$ cat src/rtl/div_seq.sv
// div_seq: iterative radix-2 restoring divider for the DIV/DIVU/REM/REMU ops.
// It holds the EX stage with o_stall while DW iterations run, then shows the
// quotient or remainder for one cycle on o_rd_data, qualified by o_rd_en.
// A zero divisor and signed overflow skip the iteration and finish one cycle
// after they are accepted.
`timescale 1ns/1ps
module div_seq #(
   parameter int DW = 32
) (
   input  logic          clk,
   input  logic          rst_n,
   input  logic [7:0]    i_instr_m,
   input  logic [DW-1:0] i_rs_1_data,
   input  logic [DW-1:0] i_rs_2_data,
   input  logic          i_flush,
   output logic          o_stall,
   output logic          o_busy,
   output logic          o_rd_en,
   output logic [DW-1:0] o_rd_data
);

   localparam int CW = $clog2(DW) + 1;

   // Bit positions inside the one-hot M-extension op vector
   localparam int IS_MUL    = 0;
   localparam int IS_MULH   = 1;
   localparam int IS_MULHSU = 2;
   localparam int IS_MULHU  = 3;
   localparam int IS_DIV    = 4;
   localparam int IS_DIVU   = 5;
   localparam int IS_REM    = 6;
   localparam int IS_REMU   = 7;

   localparam logic [DW-1:0] MIN_SIGNED = {1'b1, {(DW-1){1'b0}}};

   typedef enum logic [1:0] {
      IDLE = 2'd0,
      CALC = 2'd1,
      DONE = 2'd2
   } state_e;

   state_e        state_q, state_d;
   logic [CW-1:0] cnt_q, cnt_d;
   logic [DW-1:0] dividend_q, dividend_d;
   logic [DW-1:0] divisor_q, divisor_d;
   logic [DW:0]   remAcc_q, remAcc_d;
   logic          quotNeg_q, quotNeg_d;
   logic          remNeg_q, remNeg_d;
   logic          isRem_q, isRem_d;
   logic          busy_q, busy_d;
   logic [DW-1:0] rdData_q, rdData_d;

   logic          isDivOp;
   logic          isSignedOp;
   logic          isRemOp;
   logic          start;
   logic          rs1Neg;
   logic          rs2Neg;
   logic [DW-1:0] absRs1;
   logic [DW-1:0] absRs2;
   logic          divByZero;
   logic          overflow;
   logic [DW-1:0] specialRes;

   logic [DW+1:0] shiftedAcc;
   logic [DW+1:0] trial;
   logic [DW:0]   remStep;
   logic [DW-1:0] quotStep;
   logic [DW-1:0] quotFinal;
   logic [DW-1:0] remFinal;
   logic [DW-1:0] finalRes;

   // A vector that also carries a multiply bit is malformed and never starts
   // a divide. Reset is folded in so o_stall reads 0 while rst_n is low.
   assign isDivOp    = (|i_instr_m[IS_REMU:IS_DIV]) & ~(|i_instr_m[IS_MULHU:IS_MUL]);
   assign start      = rst_n & isDivOp & ~i_flush;
   assign isSignedOp = i_instr_m[IS_DIV] | i_instr_m[IS_REM];
   assign isRemOp    = i_instr_m[IS_REM] | i_instr_m[IS_REMU];

   // The iteration works on magnitudes; the signs are put back at the end
   assign rs1Neg = isSignedOp & i_rs_1_data[DW-1];
   assign rs2Neg = isSignedOp & i_rs_2_data[DW-1];
   assign absRs1 = rs1Neg ? -i_rs_1_data : i_rs_1_data;
   assign absRs2 = rs2Neg ? -i_rs_2_data : i_rs_2_data;

   assign divByZero = (i_rs_2_data == '0);
   assign overflow  = isSignedOp & (i_rs_1_data == MIN_SIGNED) & (i_rs_2_data == '1);

   // Fixed results for the two cases that bypass the iteration
   always_comb begin
      specialRes = '0;
      if (divByZero) begin
         specialRes = isRemOp ? i_rs_1_data : '1;
      end else if (overflow) begin
         specialRes = isRemOp ? '0 : MIN_SIGNED;
      end
   end

   // One restoring step: shift {rem, dividend} left, trial-subtract, keep or restore
   always_comb begin
      shiftedAcc = {remAcc_q, dividend_q[DW-1]};
      trial      = shiftedAcc - {2'b00, divisor_q};
      if (trial[DW+1]) begin
         remStep  = shiftedAcc[DW:0];
         quotStep = {dividend_q[DW-2:0], 1'b0};
      end else begin
         remStep  = trial[DW:0];
         quotStep = {dividend_q[DW-2:0], 1'b1};
      end
   end

   // Sign fix-up on the values the last step produces, ready to register into DONE
   always_comb begin
      quotFinal = quotNeg_q ? -quotStep : quotStep;
      remFinal  = remNeg_q ? -remStep[DW-1:0] : remStep[DW-1:0];
      finalRes  = isRem_q ? remFinal : quotFinal;
   end

   // Next-state, datapath updates and combinational handshake outputs
   always_comb begin
      state_d    = state_q;
      cnt_d      = cnt_q;
      dividend_d = dividend_q;
      divisor_d  = divisor_q;
      remAcc_d   = remAcc_q;
      quotNeg_d  = quotNeg_q;
      remNeg_d   = remNeg_q;
      isRem_d    = isRem_q;
      rdData_d   = rdData_q;
      o_stall    = 1'b0;
      o_rd_en    = 1'b0;

      case (state_q)
         IDLE: begin
            if (start) begin
               o_stall = 1'b1;
               if (divByZero || overflow) begin
                  rdData_d = specialRes;
                  cnt_d    = '0;
                  state_d  = DONE;
               end else begin
                  dividend_d = absRs1;
                  divisor_d  = absRs2;
                  remAcc_d   = '0;
                  quotNeg_d  = rs1Neg ^ rs2Neg;
                  remNeg_d   = rs1Neg;
                  isRem_d    = isRemOp;
                  cnt_d      = CW'(DW);
                  state_d    = CALC;
               end
            end
         end

         CALC: begin
            if (i_flush) begin
               cnt_d   = '0;
               state_d = IDLE;
            end else begin
               o_stall    = 1'b1;
               remAcc_d   = remStep;
               dividend_d = quotStep;
               cnt_d      = cnt_q - CW'(1);
               if (cnt_q == CW'(1)) begin
                  rdData_d = finalRes;
                  state_d  = DONE;
               end
            end
         end

         DONE: begin
            o_rd_en = ~i_flush;
            state_d = IDLE;
         end

         default: begin
            cnt_d   = '0;
            state_d = IDLE;
         end
      endcase

      busy_d = (state_d != IDLE);
   end

   // State and datapath registers; reset clears everything immediately
   always_ff @(posedge clk or negedge rst_n) begin
      if (!rst_n) begin
         state_q    <= IDLE;
         cnt_q      <= '0;
         dividend_q <= '0;
         divisor_q  <= '0;
         remAcc_q   <= '0;
         quotNeg_q  <= 1'b0;
         remNeg_q   <= 1'b0;
         isRem_q    <= 1'b0;
         busy_q     <= 1'b0;
         rdData_q   <= '0;
      end else begin
         state_q    <= state_d;
         cnt_q      <= cnt_d;
         dividend_q <= dividend_d;
         divisor_q  <= divisor_d;
         remAcc_q   <= remAcc_d;
         quotNeg_q  <= quotNeg_d;
         remNeg_q   <= remNeg_d;
         isRem_q    <= isRem_d;
         busy_q     <= busy_d;
         rdData_q   <= rdData_d;
      end
   end

   assign o_busy    = busy_q;
   assign o_rd_data = rdData_q;

endmodule
$ cat config.mk
export PLATFORM = sky130hd
export DESIGN_NAME = div_seq
export DESIGN_NICKNAME = d
export VERILOG_FILES = /design/src/rtl/div_seq.sv
export SDC_FILE = /design/constraint.sdc
export NUM_CORES = 1
export LEC_CHECK = 0
export CORE_ASPECT_RATIO = 1.5
export CORE_UTILIZATION = 50
export DETAILED_ROUTE_END_ITERATION = 10
export GPL_ROUTABILITY_DRIVEN = 0
export PLACE_DENSITY_LB_ADDON = 0.2
export SLEW_MARGIN = 10
export SYNTH_ARGS = -nofsm -noshare
export SYNTH_HDL_FRONTEND = slang
export SYNTH_SLANG_ARGS = --single-unit
$ cat constraint.sdc
create_clock -name clk -period 7.45 [get_ports clk]
set_clock_uncertainty 0.2 [all_clocks]
set_input_delay 1.1175 -clock clk [delete_from_list [all_inputs] [get_ports clk]]
set_output_delay 1.1175 -clock clk [all_outputs]
set_load 0.01 [all_outputs]
# After elaboration in Yosys (flattened, before gate mapping)
# Cells that the tools add are included.
[classes]
n_addsub = 6
n_mul = 0
n_div = 0
n_lt_le_gt_ge = 0
eq_ne = 10
shift = 0
mux = 37
bitwise_logic = 14
n_reduce_logical = 11
[op_table]
columns = ["cell", "count"]
rows = [
  ["32-bit 2-to-1 mux", 16],
  ["33-bit 2-to-1 mux", 4],
  ["32-bit negator", 4],
  ["32-bit case mux with 2 select lines", 2],
  ["33-bit case mux with 2 select lines", 1],
  ["32-bit equality test (second input constant)", 2],
  ["34-bit by 32-bit subtractor with 34-bit output", 1],
  ["32-bit zero test", 1],
  ["6-bit 2-to-1 mux", 3],
  ["6-bit case mux with 3 select lines", 1],
  ["2-bit != test (second input constant)", 5],
  ["2-bit 2-to-1 mux", 4],
  ["4-bit OR reduction", 2],
  ["1-bit AND", 7],
  ["6-bit by 1-bit equality test with 1-bit output (second input constant)", 1],
  ["6-bit by 1-bit subtractor with 6-bit output (second input constant)", 1],
  ["5-bit AND reduction", 1],
  ["1-bit 2-to-1 mux", 4],
  ["1-bit NOT", 4],
  ["2-bit case mux with 2 select lines", 1],
  ["4-bit AND reduction", 1],
  ["2-bit nonzero test", 2],
  ["3-bit AND reduction", 1],
  ["2-bit by 1-bit equality test with 1-bit output (second input constant)", 1],
  ["other kinds (7)", 8],
]
[word_totals]
ff_bits = 141
latch_bits = 0
ram_bits = 0
mem_bits_ro = 0
output_inout_bits = 35
elab_cells = 88
memories = 0

# Logic depth before layout (Yosys ltp)
# Gate-level depths: netlist of run 1.
[logic_depth]
word_depth = 8
depth_mapped = 23
mapped_depth_nobuf = 20

# Worst setup path before layout of run 1
# Ideal clock, no wire load.
[synth_timing]
path_kind = "flip-flop to flip-flop"
startpoint = "reg remAcc_q[19]"
endpoint = "reg rdData_q[26] (netlist: o_rd_data[26])"
arrival_ns = 4.872
t_required_ns = 7.121
slack_ns = 2.249
stages_incl_launch_ff = 22
n_path_buf = 3
cell_sequence = "dfrtp_1 -> ha_1 -> buf_6 -> a21oi_4 -> o21ai_2 -> a2111o_1 -> a31o_1 -> nor4_2 -> nor2_4 -> clkinv_4 -> clkbuf_1 -> buf_1 -> nor2_1 -> a21oi_1 -> ha_1 -> or2b_2 -> a211oi_2 -> a41oi_2 -> or4_4 -> or3b_1 -> o2111ai_1 -> nand3_1"
[synth_via]
elab_chain_cells = 8
[synth_rtl]
columns = ["element", "line_no", "text"]
rows = [
  ["start, declared", "46", "logic [DW:0] remAcc_q, remAcc_d;"],
  ["start signal, assigned", "202", "remAcc_q <= remAcc_d;"],
  ["34-bit by 32-bit subtractor with 34-bit output", "102", "trial = shiftedAcc - {2'b00, divisor_q};"],
  ["1-bit 2-to-1 mux / 33-bit 2-to-1 mux (equally long branches)", "103", "if (trial[DW+1]) begin"],
  ["32-bit negator, on equally long branches", "114, 115", ""],
  ["32-bit 2-to-1 mux, on equally long branches", "114, 115", ""],
  ["32-bit 2-to-1 mux *", "116", "finalRes = isRem_q ? remFinal : quotFinal;"],
  ["32-bit 2-to-1 mux *", "163", "if (cnt_q == CW'(1)) begin"],
  ["32-bit 2-to-1 mux *", "155", "if (i_flush) begin"],
  ["32-bit case mux with 2 select lines *", "133", "case (state_q)"],
  ["end signal, assigned", "207", "rdData_q <= rdData_d;"],
  ["end, declared", "51", "logic [DW-1:0] rdData_q, rdData_d;"],
]
# Mark *: on every way between the ends. The rest lies on a longest branch, timed or not. The select of a mux whose other input is x is not followed.
# A chain may end at the register's enable or synchronous reset.

# Worst setup path in the final report of run 1
[layout_timing]
startpoint = "reg remAcc_q[23]"
endpoint = "reg rdData_q[26] (netlist: o_rd_data[26])"
# The elaborated chain is that of the path after synthesis.

==> results.tsv, run 1 <==
stage	metric	value	unit
cells_and_area	share of post-route cells with drive strength above 1	6.741	%
yosys	Yosys top cell by area	dfrtp_1	
setup_path	endpoint class of the critical path	register	
drt	wire length per cell	19.80	µm
cells_and_area	Net count, final	1719	
sta	fin crit share	83.34	%
drt	remaining antenna violation count after routing	0	
yosys	post-synthesis compound-gate area fraction	27.60	%
die	die area	24620	µm²
sta	Post-Route Setup TNS	0	ns
cells_and_area	Final Instance Area	13920	µm²
die	Boundary Pins	110	
drt	Routed WL	38330	µm
sta	# setup viols final	0	
cells_and_area	Core Util, Final	58.83	%
clock_network	clock-pin slew on the worst setup and hold paths	0.06	ns
die	Die Y	191.7	µm
yosys	largest family of logic cells by synthesized area	compound AO/OA/AOI/OAI gates	
pwr	Peak VDD IR	168.5	µV
clock_network	post_cts resized	0	
grt	Total Routing Usage GR	32.18	%
clock_network	setup bufs post-CTS	0	
sta	Relative slew margins	19.18	%
sta	Fin. Hold Viols	0	
drt	Vias/cell	6.200	
setup_path	worst-path fanout max	22	
sta	RSZ-0062 raised after global routing	no	
yosys	Yosys cell types	97	
yosys	Ys Warns	0	
yosys	synthesized-area fraction occupied by adder cells	4.237	%
grt	initial antenna violation count	0	
sta	Final Slew Violations	0	
yosys	sequential-to-total area share from yosys stat	29.43	%
clock_network	Inserted Clock Buffers	17	
status	run status	finished clean	
run	Max Cap Viol	0	
clock_network	H-tree Lvls	4	
cells_and_area	P&R area growth vs syn	16.07	%
cells_and_area	FILL cells	2204	
drt	Residual DRC	0	
cells_and_area	Ant. Diodes	0	
die	Die W	128.4	µm
sta	Slew @ Worst Pin	1.210	ns
setup_path	Worst R2R Path Depth	19	
pwr	power density cells	224.2	nW/µm²
placement	I/O Buffers	109	
yosys	Simple-Gate Fraction of Synth Area	21.10	%
clock_network	clock latency on the worst-skew pair	0.43	ns
yosys	mean post-synth cell area	7.746	µm²
yosys	XOR/XNOR Fraction of Synth Area	9.569	%
min_path	Min-Delay Path Class	reg -> reg	
yosys	number of synthesized flops with an enable pin	0	
min_path	hold path depth	2	
die	Core Box Area	23660	µm²
clock_network	Root Buffer	clkbuf_16	
yosys	Async SR Flop Fraction	100.0	%
yosys	Seq cells post-synth	141	
yosys	Synth top area share	29.43	%
die	Cell Rows	69	
grt	pin count of the biggest net entering global routing	97	
setup_path	Worst Path Arrival	6.31	ns
setup_path	Required @ worst endpoint	7.55	ns
die	Initial Util	50.69	%
drt	Iter 0 DRT Violations	738	
drt	First-pass DRT Iterations	5	
sta	final hold slack	0.2897	ns
pwr	Total Power	3121	µW
grt	vias in the first global route	11423	
sta	fmax	161.1	MHz
clock_network	CTS Buffer Depth	2	
placement	Placement Cell Area	13240	µm²
pwr	leak pwr	0.005621	µW
placement	Post-DP HPWL	28550	µm
grt	first-pass GRT wire length	61000	µm
setup_path	Crit Path Category	reg -> reg	
setup_path	critical path launch point type	register	
yosys	Synth Net Count	1663	
clock_network	CTS sink cnt	141	
clock_network	count of hold-fix buffers inserted at cts	0	
clock_network	TritonCTS clock tree	built	
yosys	Synth Flop Type	dfrtp_1	
yosys	Mapped Cells	1548	
yosys	Synth Cell Area	11990	µm²
yosys	ranking of synthesized cells by area	dfrtp_1 (29%), o21ai_0 (8.6%), nand2_1 (5.8%)	
yosys	post-synthesis mux area share	2.588	%
sta	clock period minus worst slack	6.209	ns
grt	GRT overflow	0	
drt	DR vias	12004	
layer usage:
| layer | wire length (µm) | GRT usage [%] | share of wire (%) |
|---|---|---|---|
| met1 | 14780 | 37.50 | 39 |
| met5 | 0 | 0 | 0 |
| met4 | 2227 | 18.87 | 5.8 |
| met2 | 19490 | 56.34 | 51 |
| met3 | 1823 | 3.928 | 4.8 |
cell type report:
class                           instances  area [µm²]  share of cell area (%)
Multi-Input combinational cell       1253        7833                   56.28
Sequential cell                       141        3528                   25.35
Timing Repair Buffer                  129        1242                   8.927
Clock buffer                           22       494.2                   3.551
Tap cell                              319       399.1                   2.868
Inverter                               62       237.7                   1.708
Clock inverter                         10       182.7                   1.313
cell families after synthesis:
logic type	after synthesis
AO/OA/AOI/OAI	530
AND/OR/NAND/NOR	522
buffers and inverters	154
flip-flops	141
XOR/XNOR	131
adder cells (fa/ha/maj)	40
multiplexers	30
worst paths after layout:
kind	from	endpoint	slack, ns
max	remAcc_q[23]$_DFFE_PN0P_	o_rd_data[26]$_DFFE_PN0P_	1.24
min	divisor_q[27]$_DFFE_PN0P_	divisor_q[27]$_DFFE_PN0P_	0.29
max reg2reg	remAcc_q[23]$_DFFE_PN0P_	o_rd_data[26]$_DFFE_PN0P_	1.24
min reg2reg	divisor_q[27]$_DFFE_PN0P_	divisor_q[27]$_DFFE_PN0P_	0.29
max in group asynchronous	rst_n	divisor_q[6]$_DFFE_PN0P_	5.10
min in group asynchronous	rst_n	cnt_q[4]$_DFFE_PN0P_	0.50
power breakdown:
part           internal [µW]  leakage [µW]  total (µW)  switching, µW
clock                    638      0.000324         987            349
combinational            443       0.00346        1080            640
sequential               897       0.00183        1050            153
total                   1980       0.00562        3120           1140
cell usage after synthesis (10+ instances only):
cell,number
mux2i_1,22
ha_1,39
or4_1,12
o31ai_1,33
o21ai_0,207
dfrtp_1,141
nor3_1,33
or3_1,24
nand2_1,185
a31oi_1,28
a211oi_1,11
nand3_1,25
o211ai_1,23
buf_2,17
a21oi_1,114
nor4_1,14
o41ai_1,13
xor2_1,61
inv_1,59
clkbuf_1,66
nand2b_1,11
nor3b_1,10
nand4_1,19
xnor2_1,70
nor2_1,135
sequential cells by signal (all words and copies together) (netlist names):
| register | flops |
|---|---|
| quotNeg_q | 1 |
| dividend_q | 32 |
| cnt_q | 6 |
| remNeg_q | 1 |
| o_rd_data | 32 |
| divisor_q | 32 |
| isRem_q | 1 |
| remAcc_q | 33 |
| state_q | 2 |
| o_busy | 1 |
worst max-delay path: stages, from the launching register on:
cell and delay [ns]:
dfrtp_1 0.41, ha_1 0.49, nand4_1 0.20, nor4_1 0.69
nand2_1 0.12, a21oi_1 0.35, o31a_1 0.66, nor2_4 0.10
clkinv_4 0.14, buf_4 0.29, nor2_1 0.07, a21oi_1 0.23
ha_1 0.23, or2b_2 0.35, a211oi_2 0.17, a41oi_2 0.12
or4_4 0.54, or3b_1 0.38, o2111ai_1 0.20, nand3_1 0.11
stage by stage:
stage                     setup WS, ns  instances
after floorplan                  2.249       1548
after detailed placement         1.346       1904
after global routing            0.9404       1936
final                            1.241       1936
after CTS                        1.242       1936
after global placement           1.448       1904
layout by cell type, fill, tap and decap left out, types with 24 or more instances in the layout:
cell type,instances
a21oi_1,114
ha_1,39
a31oi_1,28
clkdlybuf4s50_1,108
nor2_1,134
o31ai_1,33
xor2_1,61
o21ai_0,207
nor3_1,33
inv_1,59
or3_1,24
nand2_1,185
nand3_1,25
xnor2_1,70
dfrtp_1,141
No activity file was read; power rests on OpenSTA's default activity.
==> inputs of run 2 (changes only) <==
clock period = 5.4 ns   (was 7.45 ns; I/O delays follow)
==> run 2 against run 1 <==
Effect of this change: final cell count is 0.52% higher; first-iteration DRC count is 14% higher; setup slack worse by 1.0 ns; routed wire length is 0.60% higher; sequential share of layout area is 0.14 points lower; largest cell class unchanged; highest routed layer unchanged.
==> results.tsv, run 2 (same netlist as run 1, synthesis figures left out) <==
stage	metric	value	unit
status	run status	finished clean	
setup_path	Worst Path Arrival	5.31	ns
cells_and_area	Net count, final	1729	
clock_network	CTS sink cnt	141	
cells_and_area	Final Instance Area	14000	µm²
pwr	leak pwr	0.005660	µW
sta	Relative slew margins	17.61	%
setup_path	Worst R2R Path Depth	17	
setup_path	Crit Path Category	reg -> reg	
setup_path	Crit path buffers/inverters	1	
die	Initial Util	50.69	%
sta	Post-Route Setup TNS	0	ns
clock_network	TritonCTS clock tree	built	
drt	wire length per cell	19.81	µm
drt	top layer in use	met4	
setup_path	cell type group with the largest total delay on the critical path	compound AO/OA/AOI/OAI gates	
grt	GRT overflow	0	
setup_path	CP max stage delay	0.53	ns
die	Boundary Pins	110	
cells_and_area	commonest non-fill, non-tap cell in the layout	o21ai_0	
grt	pin count of the biggest net entering global routing	97	
drt	Residual DRC	0	
setup_path	worst-path fanout max	17	
die	die area	24620	µm²
sta	RSZ-0062 raised after global routing	no	
sta	Fin. Hold Viols	0	
setup_path	R2R Setup Slk	0.20	ns
min_path	Min-Delay Path Class	in -> async	
pwr	Peak VDD IR	223.7	µV
placement	Placement Cell Area	13340	µm²
drt	Iter 0 DRT Violations	845	
setup_path	Critical Path Stages	17	
setup_path	slowest CP cell	or4_4	
drt	DR vias	11956	
die	Die W	128.4	µm
cells_and_area	share of post-route cells with drive strength above 1	7.498	%
grt	first-pass GRT wire length	61070	µm
clock_network	H-tree Lvls	4	
drt	Vias/cell	6.144	
run	Max Cap Viol	0	
placement	I/O Buffers	109	
cells_and_area	most frequent cells in the layout	o21ai_0 (207), nand2_1 (185), dfrtp_1 (141)	
pwr	power density cells	305.6	nW/µm²
cells_and_area	largest register by flop count	remAcc_q	
drt	Routed WL	38560	µm
drt	met2 WL	19170	µm
die	Cell Rows	69	
clock_network	clock latency on the worst-skew pair	0.44	ns
sta	fin crit share	96.29	%
cells_and_area	Ant. Diodes	0	
drt	WL met3	1683	µm
sta	clock period minus worst slack	5.200	ns
grt	Total Routing Usage GR	32.23	%
drt	remaining antenna violation count after routing	0	
clock_network	Inserted Clock Buffers	17	
cells_and_area	P&R area growth vs syn	16.73	%
clock_network	clock-pin slew on the worst setup and hold paths	0.07	ns
setup_path	most used cell, CP	ha_1	
setup_path	RR Endpoint	o_rd_data[26]$_DFFE_PN0P_	
die	Core Box Area	23660	µm²
setup_path	critical path launch point type	register	
cells_and_area	FILL cells	2226	
drt	Metal-1 WL	15130	µm
sta	fmax	192.3	MHz
grt	vias in the first global route	11386	
setup_path	endpoint class of the critical path	register	
sta	Slew @ Worst Pin	1.233	ns
setup_path	Critical Path, Cell by Cell	ha_1, a21oi_4, o21ai_2, a2111o_1, a31o_1, o31a_1, nor2_4, clkinv_4, mux2i_1, ha_1, or2b_2, a211oi_2, a41oi_2, or4_4, or3b_1, o2111ai_1, nand3_1	
clock_network	CTS Buffer Depth	2	
clock_network	setup bufs post-CTS	0	
setup_path	Required @ worst endpoint	5.52	ns
die	Die Y	191.7	µm
cells_and_area	max reg flops	33	
sta	# setup viols final	0	
placement	Post-DP HPWL	29230	µm
grt	initial antenna violation count	0	
sta	Final Slew Violations	0	
clock_network	Root Buffer	clkbuf_16	
drt	First-pass DRT Iterations	6	
setup_path	RR Startpoint	remAcc_q[19]$_DFFE_PN0P_	
[run 2: how the worst max path moves through the flow]
stage | from | endpoint
after floorplan | remAcc_q[19]$_DFFE_PN0P_ | o_rd_data[26]$_DFFE_PN0P_
after global placement | remAcc_q[23]$_DFFE_PN0P_ | o_rd_data[26]$_DFFE_PN0P_
after detailed placement | remAcc_q[28]$_DFFE_PN0P_ | o_rd_data[26]$_DFFE_PN0P_
after CTS | remAcc_q[23]$_DFFE_PN0P_ | o_rd_data[26]$_DFFE_PN0P_
after global routing | remAcc_q[19]$_DFFE_PN0P_ | o_rd_data[26]$_DFFE_PN0P_
final | remAcc_q[19]$_DFFE_PN0P_ | o_rd_data[26]$_DFFE_PN0P_
[run 2: timing repair]
item / CTS / global route
resized for setup: 0 / 3
endpoints found under the hold margin: 0 / 0
endpoints found under the setup margin: 0 / 6
hold buffers: 0 / 0
[run 2: layout make-up]
cell class | count | area (µm²) | share of cell area (%)
timing repair buffer | 139 | 1343 | 9.592
inverter | 62 | 237.7 | 1.699
clock buffer | 18 | 439.2 | 3.138
multi-input combinational | 1253 | 7845 | 56.05
clock inverter | 14 | 203.9 | 1.457
sequential | 141 | 3528 | 25.21
tap | 319 | 399.1 | 2.852
[run 2: worst register-to-register path: stages, from the launching register on]
cell and delay [ns]:
dfrtp_1 0.44, ha_1 0.45, a21oi_4 0.20, o21ai_2 0.09, a2111o_1 0.42, a31o_1 0.30
o31a_1 0.37, nor2_4 0.16, clkinv_4 0.14, mux2i_1 0.26, ha_1 0.23, or2b_2 0.34
a211oi_2 0.19, a41oi_2 0.12, or4_4 0.53, or3b_1 0.38, o2111ai_1 0.19, nand3_1 0.10
[run 2: layer usage]
| layer | GRT usage, % | up-vias |
|---|---|---|
| met4 | 21.90 | 0 |
| met3 | 4.095 | 124 |
| met1 | 37.62 | 5697 |
| li1 | - | 5732 |
| met2 | 54.82 | 403 |
| met5 | 0 | - |
[run 2: stage by stage]
stage	instances	worst slack [ns]	total power [µW]	utilization (%)	hold WS, ns
final	1946	0.2005	4278	59.17	0.07913
after global routing	1946	0.003932	4509	59.17	0.08602
after CTS	1946	0.1390	4264	59.11	0.08139
after detailed placement	1914	0.1541	2955	56.39	0.2752
after global placement	1914	0.3260	2925	56.39	0.2640
after floorplan	1548	0.1991	2441	-	0.2497
[run 2: power by group]
part           internal (µW)  total (µW)  switching [µW]
sequential              1240        1430             189
clock                    795        1300             510
combinational            622        1550             924
